===== src/rtl/tick_gen_pkg.sv =====
// Shared constants and helpers for the game timing-base generator.
// Defaults target a 100 MHz board clock.
package tick_gen_pkg;

    localparam int DEF_CLK_HZ       = 100_000_000;
    localparam int DEF_SMALL_DIV    = 50_000;
    localparam int DEF_SCREEN_DIV   = 500_000_000;
    localparam int DEF_NUM_LEV      = 3;
    localparam int DEF_LEV_BASE_DIV = 300_000_000;
    localparam int DEF_LEV_STEP_DIV = 100_000_000;
    localparam int DEF_CNT_W        = 30;

    // Width of the level index; never narrower than one bit.
    function automatic int lev_w(input int num_lev);
        return (num_lev > 1) ? $clog2(num_lev) : 1;
    endfunction

    // Half-period of the level channel at level k.
    // The caller narrows the result to its counter width.
    function automatic logic [31:0] lev_div(input int unsigned base,
                                            input int unsigned step,
                                            input int unsigned k);
        return base - k * step;
    endfunction

endpackage


===== src/rtl/tick_gen_div.sv =====
// One divider channel. It either toggles a square wave or emits a one-cycle strobe.
// DIV=0 selects the runtime divisor on div_in.
module tick_div #(
    parameter int DIV    = 2,
    parameter int CNT_W  = 8,
    parameter bit TOGGLE = 1'b1
) (
    input  logic             clk_orig,
    input  logic             rst,
    input  logic             en,
    input  logic             clr,
    input  logic [CNT_W-1:0] div_in,
    output logic             out,
    output logic             strobe
);

    localparam logic [CNT_W-1:0] DIV_FIX = CNT_W'(DIV);

    logic [CNT_W-1:0] cnt;
    logic [CNT_W-1:0] div_eff;
    logic             term;

    assign div_eff = (DIV > 0) ? DIV_FIX : div_in;
    assign term    = (cnt == div_eff - 1'b1);

    // clr outranks the terminal count: the counter restarts and out holds, so no short half-period is produced.
    always_ff @(posedge clk_orig) begin
        if (rst) begin
            cnt    <= '0;
            out    <= 1'b0;
            strobe <= 1'b0;
        end else if (clr) begin
            cnt    <= '0;
            strobe <= 1'b0;
        end else if (en) begin
            if (term) begin
                cnt <= '0;
                if (TOGGLE) begin
                    out    <= ~out;
                    strobe <= ~out;
                end else begin
                    strobe <= 1'b1;
                end
            end else begin
                cnt    <= cnt + 1'b1;
                strobe <= 1'b0;
            end
        end else begin
            strobe <= 1'b0;
        end
    end

endmodule


===== src/rtl/tick_gen_bank.sv =====
// Timing-base generator: 1 Hz strobe, scan and screen square waves, and a level-dependent mole rate.
// The level button is synchronised into clk_orig and edge-detected.
module tick_gen_bank
    import tick_gen_pkg::*;
#(
    parameter int CLK_HZ       = DEF_CLK_HZ,
    parameter int SMALL_DIV    = DEF_SMALL_DIV,
    parameter int SCREEN_DIV   = DEF_SCREEN_DIV,
    parameter int NUM_LEV      = DEF_NUM_LEV,
    parameter int LEV_BASE_DIV = DEF_LEV_BASE_DIV,
    parameter int LEV_STEP_DIV = DEF_LEV_STEP_DIV,
    parameter int CNT_W        = DEF_CNT_W
) (
    input  logic                        clk_orig,
    input  logic                        rst,
    input  logic                        run,
    input  logic                        lev,
    output logic [lev_w(NUM_LEV)-1:0]   lev_sel,
    output logic                        clk_1hz,
    output logic                        clk_small,
    output logic                        clk_screen,
    output logic                        clk_lev,
    output logic                        lev_tick
);

    localparam int               LEV_W   = lev_w(NUM_LEV);
    localparam logic [LEV_W-1:0] LEV_MAX = LEV_W'(NUM_LEV - 1);

    logic             lev_s1;
    logic             lev_s2;
    logic             lev_s3;
    logic             lev_edge;
    logic [CNT_W-1:0] lev_div_cur;
    logic             hz_out_nc;
    logic             small_stb_nc;
    logic             screen_stb_nc;
    logic             unused_sig;

    // Level changes are taken even while paused, so the player can pick a level before starting.
    always_ff @(posedge clk_orig) begin
        if (rst) begin
            lev_s1  <= 1'b0;
            lev_s2  <= 1'b0;
            lev_s3  <= 1'b0;
            lev_sel <= '0;
        end else begin
            lev_s1 <= lev;
            lev_s2 <= lev_s1;
            lev_s3 <= lev_s2;
            if (lev_edge) begin
                lev_sel <= (lev_sel == LEV_MAX) ? '0 : lev_sel + 1'b1;
            end
        end
    end

    assign lev_edge    = lev_s2 & ~lev_s3;
    assign lev_div_cur = CNT_W'(lev_div(LEV_BASE_DIV, LEV_STEP_DIV, 32'(lev_sel)));

    tick_div #(.DIV(CLK_HZ), .CNT_W(CNT_W), .TOGGLE(1'b0)) u_div_1hz (
        .clk_orig (clk_orig),
        .rst      (rst),
        .en       (run),
        .clr      (1'b0),
        .div_in   ('0),
        .out      (hz_out_nc),
        .strobe   (clk_1hz)
    );

    tick_div #(.DIV(SMALL_DIV), .CNT_W(CNT_W), .TOGGLE(1'b1)) u_div_small (
        .clk_orig (clk_orig),
        .rst      (rst),
        .en       (run),
        .clr      (1'b0),
        .div_in   ('0),
        .out      (clk_small),
        .strobe   (small_stb_nc)
    );

    tick_div #(.DIV(SCREEN_DIV), .CNT_W(CNT_W), .TOGGLE(1'b1)) u_div_screen (
        .clk_orig (clk_orig),
        .rst      (rst),
        .en       (run),
        .clr      (1'b0),
        .div_in   ('0),
        .out      (clk_screen),
        .strobe   (screen_stb_nc)
    );

    // The level channel restarts from zero whenever the level changes.
    tick_div #(.DIV(0), .CNT_W(CNT_W), .TOGGLE(1'b1)) u_div_lev (
        .clk_orig (clk_orig),
        .rst      (rst),
        .en       (run),
        .clr      (lev_edge),
        .div_in   (lev_div_cur),
        .out      (clk_lev),
        .strobe   (lev_tick)
    );

    assign unused_sig = &{1'b0, hz_out_nc, small_stb_nc, screen_stb_nc};

endmodule


===== config.mk =====
export PLATFORM = sky130hd
export DESIGN_NAME = tick_gen_bank
export DESIGN_NICKNAME = d
export VERILOG_FILES = /design/src/rtl/tick_gen_pkg.sv /design/src/rtl/tick_gen_div.sv /design/src/rtl/tick_gen_bank.sv
export SDC_FILE = /design/constraint.sdc
export NUM_CORES = 1
export LEC_CHECK = 0
export CORE_MARGIN = 2
export CORE_UTILIZATION = 35
export CTS_CLUSTER_DIAMETER = 30
export DETAILED_ROUTE_END_ITERATION = 12
export PLACE_DENSITY = 0.51
export REMOVE_ABC_BUFFERS = 1
export SLEW_MARGIN = 10
export SYNTH_ARGS = -nofsm -noshare
export SYNTH_HDL_FRONTEND = slang
export SYNTH_HIERARCHICAL = 1
export SYNTH_SLANG_ARGS = --single-unit
export TNS_END_PERCENT = 1

===== constraint.sdc =====
create_clock -name clk_orig -period 4.2 [get_ports clk_orig]
set_clock_uncertainty 0.05 [all_clocks]
set_input_delay 1.05 -clock clk_orig [delete_from_list [all_inputs] [get_ports clk_orig]]
set_output_delay 1.05 -clock clk_orig [all_outputs]
set_load 0.1 [all_outputs]

==> results of run 1 <==
-- metrics by stage --
step	hold slack [ns]	worst slack [ns]	total power [mW]	area, um2	util [%]
final	0.3860	0.2923	2.848	8640	41.10
after CTS	0.3924	0.2954	2.883	8640	41.10
after global placement	0.3783	0.3687	1.389	8046	38.28
after floorplan	0.3638	-0.5272	1.350	7500	-
after global routing	0.4087	0.1016	2.949	8640	41.10
after detailed placement	0.3800	0.3273	1.388	8046	38.28
-- per-layer routing --
metal / GRT usage, % / vias to the layer above
li1: - / 3222
met1: 22.15 / 2845
met3: 3.182 / 22
met5: 0 / -
met4: 6.028 / 0
met2: 23.50 / 86
-- worst paths after layout --
| kind | from | end | slack (ns) | depth (start not counted) |
|---|---|---|---|---|
| setup reg to reg | lev_sel[0] | u_div_lev/cnt[23] | 0.29 | 11 |
| setup / recovery | lev_sel[0] | u_div_lev/cnt[23] | 0.29 | 11 |
| hold reg to reg | lev_s1 | lev_s2 | 0.39 | 1 |
| hold / removal | lev_s1 | lev_s2 | 0.39 | 1 |
-- critical path, stage by stage (launching register included) --
cell and delay, ns:
dfxtp_1 0.33, inv_1 0.35, ha_1 0.37, or4_4 0.56, or4_4 0.43, or4b_4 0.53, nand2_1 0.08, nand3_1 0.06
and4bb_1 0.30, and4_1 0.39, buf_12 0.23, nor3_1 0.07
-- state kept, by name (all words and copies together), names as in the netlist --
register / count
u_div_1hz/cnt: 30
u_div_small/out: 1
lev_sel: 2
u_div_lev/cnt: 30
u_div_screen/out: 1
lev_s2: 1
lev_s3: 1
u_div_lev/strobe: 1
lev_s1: 1
u_div_1hz/strobe: 1
u_div_screen/cnt: 30
u_div_lev/out: 1
u_div_small/cnt: 30
-- power by group through the flow --
stage / combinational, mW / sequential (mW) / clock, mW
5_1_grt: 0.135 / 1.25 / 1.57
4_1_cts: 0.116 / 1.25 / 1.52
3_3_place_gp: 0.116 / 1.27 / 0
6_report: 0.120 / 1.25 / 1.48
2_1_floorplan: 0.0740 / 1.28 / 0
3_5_place_dp: 0.116 / 1.27 / 0
-- area by class of cell --
| type | count | area [um2] |
|---|---|---|
| Clock inverter | 4 | 70.07 |
| Tap cell | 275 | 344.1 |
| Sequential cell | 130 | 2603 |
| Timing Repair Buffer | 22 | 202.7 |
| Clock buffer | 27 | 523.0 |
| Inverter | 17 | 63.81 |
| Fill cell | 2124 | 12380 |
| Multi-Input combinational cell | 752 | 4833 |
==> impl_results.md, run 1 <==
* Final slew viol count at 0
* Mapped Cells at 878
* TritonRoute pass-1 iters at 4
* CP arrival at 4.13 ns
* Worst Tran Pin Value at 0.9872 ns
* DR WL met2 at 7250 um
* Max_cap viols at 0
* HP Class: reg -> reg
* Number of global-route vias before repair at 5,782
* Diode count at 0
* WL met1 at around 9000 um
* Flop pwr share at 43.8%
* Startpoint Class: flop
* Pwr dens at 329.7 nW/um2
* Status: complete, no violations
* Setup_tns at 0 ns
* CTS Hold Bufs at 0
* FMAX at 0.2559 GHz
* Drt total wl at between 15,000 and 20,000 um
* Routed length per placed instance at 13.65 um
* Max-Slew Margin vs Limit at between 30% and 40%
* Layout area overhead at 14.89%
* IO Pins at 11
* Most common library cell in the layout ignoring fill and taps: dfxtp_1
* Die ar. at about 23,000 um2
* Peak VDD IR at 0.2562 mV
* Clk pwr share at a little over half
* Sw Ratio at 21.25%
* Core area at 21,020 um2
* Syn_area_per_cell at ~8.6 um2
* Crit Path Class: reg -> reg
* DIE HEIGHT at ~150 um
* Initial DRC Count at 282
* CTS buffer count at 17
* Fin cells at 1,227
* Initial Utilization at 35.77%
* Highest-count cells in the layout ignoring fill and taps: 130 x dfxtp_1, 125 x nor2_1, 86 x xor2_1
* Post-route ant nets at 0
* Total of warnings raised by yosys at 6
* # clock sinks at between 100 and 150
* First-pass GRT wire length at 28,650 um
* RSZ-0062 raised after global routing: no
* Final min period at 3.908 ns
* Share of cells above drive strength 1 at under 10%
* Die width at 150.6 um
* Crit share post-route at 93.04%
* DP HPWL at 12,090 um
* IO Port Bufs at 10
* Post-CTS Repair Setup Buffers at 0
* Largest net degree at the start of global routing at 32
* RePlAce Congestion at slightly above 0.8
* CTS tree: done
* Pleak at 2.919 nW
* Max FO, Critical Path at 25
* Initial antenna violation count at 0
* DR top layer: met4
* Gr ovfl total at 0
* CTS max path bufs at 2
* Metal3 WL at between 400 and 500 um
* Setup-failing EPs final at 0
* Endpoint class of the critical path: flop
* Vias/cell at 5.033
* Final Hold Vio Count at 0
* Final nets at 953
* GR Util All Layers at 15.70%
* Remaining routing DRC violations at 0
* Post-Syn Area at 7520 um2
* Rows at 53
* Combinational Power Share at 4.2%
* Clock slew at reported path FFs at 0.05 ns
* CP required at 4.42 ns
* Cell Count Post-Placement at 1,196
* H-tree levels at 4
* Root buf cell: clkbuf_16
* P_int at 2.243 mW
* Worst-Skew Late Latency at approximately 0.42 ns
* Psw at 0.6054 mW
* Post-cts resize count at 0
* DR vias at 6,175
Power figures use the tool's default switching activity.
==> run 2, diff against run 1 <==
--- a/config.mk
+++ b/config.mk
@@ -7,6 +7,7 @@
 export LEC_CHECK = 0
 export CORE_MARGIN = 2
 export CORE_UTILIZATION = 35
+export CTS_BUF_LIST = sky130_fd_sc_hd__clkbuf_4 sky130_fd_sc_hd__clkbuf_8
 export CTS_CLUSTER_DIAMETER = 30
 export DETAILED_ROUTE_END_ITERATION = 12
 export PLACE_DENSITY = 0.51
==> impl_results.md, run 2 (synthesis results as in run 1) <==
* Max-Slew Margin vs Limit at between 30% and 40%
* Max_cap viols at 0
* Remaining routing DRC violations at 0
* Flop pwr share at roughly 50%
* Max stage delay on crit path at 0.56 ns
* Total power at 2.476 mW
* Post-CTS Repair Setup Buffers at 0
* Final nets at 953
* Post-route ant nets at 0
* Max FO, Critical Path at 25
* CP arrival at 4.13 ns
* CP top delay family: simple AND/OR/NAND/NOR gates
* Setup-failing EPs final at 0
* GR Util All Layers at 15.63%
* Hold Slack at 0.3894 ns
* # clock sinks at 130
* Critical Path, Cell by Cell: inv_1 > ha_1 > or4_4 > or4_4 > or4b_4 > nand2_1 > nand3_1 > and4bb_1 > and4_1 > buf_12 > nor3_1
* Final WS setup at ~0.32 ns
* Final min period at roughly 3.9 ns
* Crit Path Class: reg -> reg
* Endpoint class of the critical path: flop
* Crit share post-route at 92.38%
* CTS tree: done
* Layout area overhead at 12.55%
* Highest-count cells in the layout ignoring fill and taps: 130 x dfxtp_1, 125 x nor2_1, 86 x xor2_1
* Reg2Reg Launch Point: lev_sel[0]
* CP max-delay cell: or4_4
* Most used cell, CP: or4_4
* Post-DP Area at 8046 um2
* CTS buffer count at 17
* Share of cells above drive strength 1 at 9.769%
* FMAX at 0.2577 GHz
* Die width at 150.6 um
* Diode count at 0
* Pre-CTS setup slack at 0.3273 ns
* Clk pwr share at 44.9%
* Number of global-route vias before repair at around 5.8k
* CTS Hold Bufs at 0
* TritonRoute pass-1 iters at 4
* Worst-Skew Late Latency at 0.44 ns
* Most common library cell in the layout ignoring fill and taps: dfxtp_1
* Worst Tran Pin Value at 0.9872 ns
* Gr ovfl total at 0
* Psw at approximately 0.55 mW
* Largest net degree at the start of global routing at 32
* Final core occ at 40.26%
* DIE HEIGHT at 150.6 um
* Setup_tns at 0 ns
* H-tree levels at 4
* RSZ-0062 raised after global routing: no
* Final Hold Vio Count at 0
* CTS max path bufs at 2
* Combinational Power Share at between 4 and 5%
* HP Class: reg -> reg
* Fin cells at about 1.2k
* Sw Ratio at 22.34%
* Worst Setup SP: lev_sel[0]
* IO Port Bufs at 10
* Die ar. at 22,670 um2
* Routed length per placed instance at 13.61 um
* Hold Startpoint: lev_s1
* Initial antenna violation count at 0
* Final slew viol count at 0
* Buf+Inv Stages, Crit Path at 2
* IO Pins at 11
* Pwr dens at 292.5 nW/um2
* Cell Count Post-Placement at 1,196
* Post-cts resize count at 0
* Status: complete, no violations
* Drt total wl at about 17,000 um
* RePlAce Congestion at 0.8166
* Initial DRC Count at 280
* Clock slew at reported path FFs at approximately 0.07 ns
* Rows at 53
* Pleak at between 2 and 3 nW
* Fin area at 8463 um2
* Root buf cell: clkbuf_8
* Initial Utilization at between 30% and 40%
* Peak VDD IR at ~0.17 mV
* DR vias at 6,142
* Core area at 21,020 um2
* Vias/cell at 5.006
* Startpoint Class: flop
* DP HPWL at ~12,000 um
* CP required at 4.45 ns
* First-pass GRT wire length at 28,610 um
* P_int at 1.923 mW
## run 2: per-layer routing
layer	wire [um]	global-route usage, %	part of all wire, %
met5	0	0	0
met4	259	5.234	1.6
met3	486	3.576	2.9
met2	7213	23.43	43
met1	8741	22.08	52
## run 2: layout make-up
cell class                 instances  area, um2
clock buffer                      27      346.6
clock inverter                     4      70.07
fill                            2133      12560
inverter                          17      63.81
multi-input combinational        752       4833
sequential                       130       2603
tap                              275      344.1
timing repair buffer              22      202.7
## run 2: final timing paths
check | to | slack, ns | cells past startpoint
min | lev_s2 | 0.39 | 1
max reg2reg | u_div_lev/cnt[29] | 0.32 | 11
min reg2reg | lev_s2 | 0.39 | 1
max | u_div_lev/cnt[29] | 0.32 | 11
## run 2: power by group through the flow
stage / combinational [mW] / sequential, mW / clock (mW)
after floorplan: 0.0740 / 1.28 / 0
after global placement: 0.116 / 1.27 / 0
after detailed placement: 0.116 / 1.27 / 0
after CTS: 0.116 / 1.24 / 1.15
after global routing: 0.135 / 1.24 / 1.20
final: 0.120 / 1.24 / 1.11
==> run 3, diff against run 2 <==
--- a/config.mk
+++ b/config.mk
@@ -11,7 +11,6 @@
 export CTS_CLUSTER_DIAMETER = 30
 export DETAILED_ROUTE_END_ITERATION = 12
 export PLACE_DENSITY = 0.51
-export REMOVE_ABC_BUFFERS = 1
 export SLEW_MARGIN = 10
 export SYNTH_ARGS = -nofsm -noshare
 export SYNTH_HDL_FRONTEND = slang
==> impl_results.md, run 3 (synthesis results as in run 1) <==
* Final slew viol count at 0
* DIE HEIGHT at 150.6 um
* FMAX at ~0.27 GHz
* CTS Hold Bufs at 0
* Initial antenna violation count at 0
* IO Pins at 11
* Pwr dens at 283.8 nW/um2
* Drt total wl at 16,660 um
* Final WS setup at 0.4709 ns
* Initial Utilization at 35.77%
* Root buf cell: clkbuf_8
* Gr ovfl total at 0
* Hold Slack at about 0.38 ns
* CP max-delay cell: nor4_1
* Most used cell, CP: buf_4
* TritonRoute pass-1 iters at 5
* Highest-count cells in the layout ignoring fill and taps: 128 x dfxtp_1, 125 x nor2_1, 86 x xor2_1
* DR vias at 6,105
* Fillcell total at about 2.1k
* Layout area overhead at 12.06%
* Diode count at 0
* Pleak at between 2 and 3 nW
* CTS max path bufs at 2
* CTS buffer count at 17
* H-tree levels at 4
* Setup-failing EPs final at 0
* Storage element area at 2605 um2
* Worst-Skew Late Latency at ~0.44 ns
* RSZ-0062 raised after global routing: no
* Final Hold Vio Count at 0
* RePlAce Congestion at 0.8114
* Setup_tns at 0 ns
* Fin cells at 1,228
* Max stage delay on crit path at 0.61 ns
* Startpoint Class: flop
* Initial DRC Count at 290
* # clock sinks at 130
* HP Class: reg -> reg
* Endpoint class of the critical path: flop
* Vias/cell at 4.971
* DP HPWL at roughly 12,000 um
* Clock slew at reported path FFs at 0.07 ns
* IO Port Bufs at 10
* Pre-CTS setup slack at 0.4960 ns
* Routed length per placed instance at 13.57 um
* CTS tree: done
* Final nets at 954
* Cell Count Post-Placement at 1,197
* Critical Path, Cell by Cell: inv_1 > buf_4 > ha_1 > nor4_1 > nand4_1 > or4b_4 > nand2_1 > nand3_1 > and4bb_1 > and4_1 > buf_4 > nor3_1
* Share of cells above drive strength 1 at 10.07%
* Multi-input logic area at roughly 4800 um2
* Max-Slew Margin vs Limit at between 30% and 40%
* GR Util All Layers at 15.76%
* Post-CTS Repair Setup Buffers at 0
* Number of global-route vias before repair at 5,868
* CP required at 4.45 ns
* Worst Tran Pin Value at 1.036 ns
* Largest net degree at the start of global routing at 32
* Post-cts resize count at 0
* Most common library cell in the layout ignoring fill and taps: dfxtp_1
* Post-route ant nets at 0
* First-pass GRT wire length at slightly below 30,000 um
* Crit Path Class: reg -> reg
* Max_cap viols at 0
* Remaining routing DRC violations at 0
* Die ar. at between 20,000 and 25,000 um2
* Peak VDD IR at ~0.17 mV
* Crit share post-route at 88.79%
* Die width at 150.6 um
* Core area at between 20,000 and 25,000 um2
* Final min period at 3.729 ns
* CP arrival at 3.98 ns
* Max FO, Critical Path at 29
* Rows at 53
* Status: complete, no violations
-- run 3: final cells by class --
cell class / count / area share (%)
clock buffers: 22 / 3.593
clock inverters: 9 / 0.9503
inverters: 17 / 0.7572
multi-input cells: 752 / 57.36
flip-flops and latches: 130 / 30.91
well taps: 275 / 4.083
repair buffers: 23 / 2.346
-- run 3: worst paths after layout --
check / from / end / slack [ns] / cells after the start
worst max-delay path: lev_sel[0] / u_div_lev/cnt[19] / 0.47 / 12
worst min-delay path: lev_s1 / lev_s2 / 0.38 / 1
worst max register to register: lev_sel[0] / u_div_lev/cnt[19] / 0.47 / 12
worst min register to register: lev_s1 / lev_s2 / 0.38 / 1
-- run 3: routing by layer --
| layer | wire length (um) | global-route usage, % |
|---|---|---|
| met1 | 8960 | 22.83 |
| met2 | 7144 | 23.41 |
| met3 | 314 | 3.182 |
| met4 | 242 | 4.953 |
| met5 | 0 | 0 |
-- run 3: power breakdown --
group / internal (mW) / leakage (nW) / switching [mW]
Combinational: 0.0394 / 1.58 / 0.0779
Clock: 0.539 / 0.189 / 0.490
Sequential: 1.24 / 1.05 / 0.00747
Total: 1.82 / 2.82 / 0.576
-- run 3: worst max-delay path: cells and delay by family (launching register included) --
| kind | cells | cell delay, ns |
|---|---|---|
| adders and majority gates | 1 | 0.37 |
| buffers and inverters | 3 | 0.67 |
| DFF | 1 | 0.36 |
| and+or+nand+nor | 8 | 2.13 |
-- run 3: metrics by stage --
stage / utilization [%] / power (mW) / instance area (um2)
global route: 40.09 / 2.495 / 8427
detailed placement: 38.27 / 1.389 / 8044
global placement: 38.27 / 1.389 / 8044
CTS: 40.09 / 2.428 / 8427
floorplan: - / 1.366 / 7725
finish: 40.09 / 2.391 / 8427
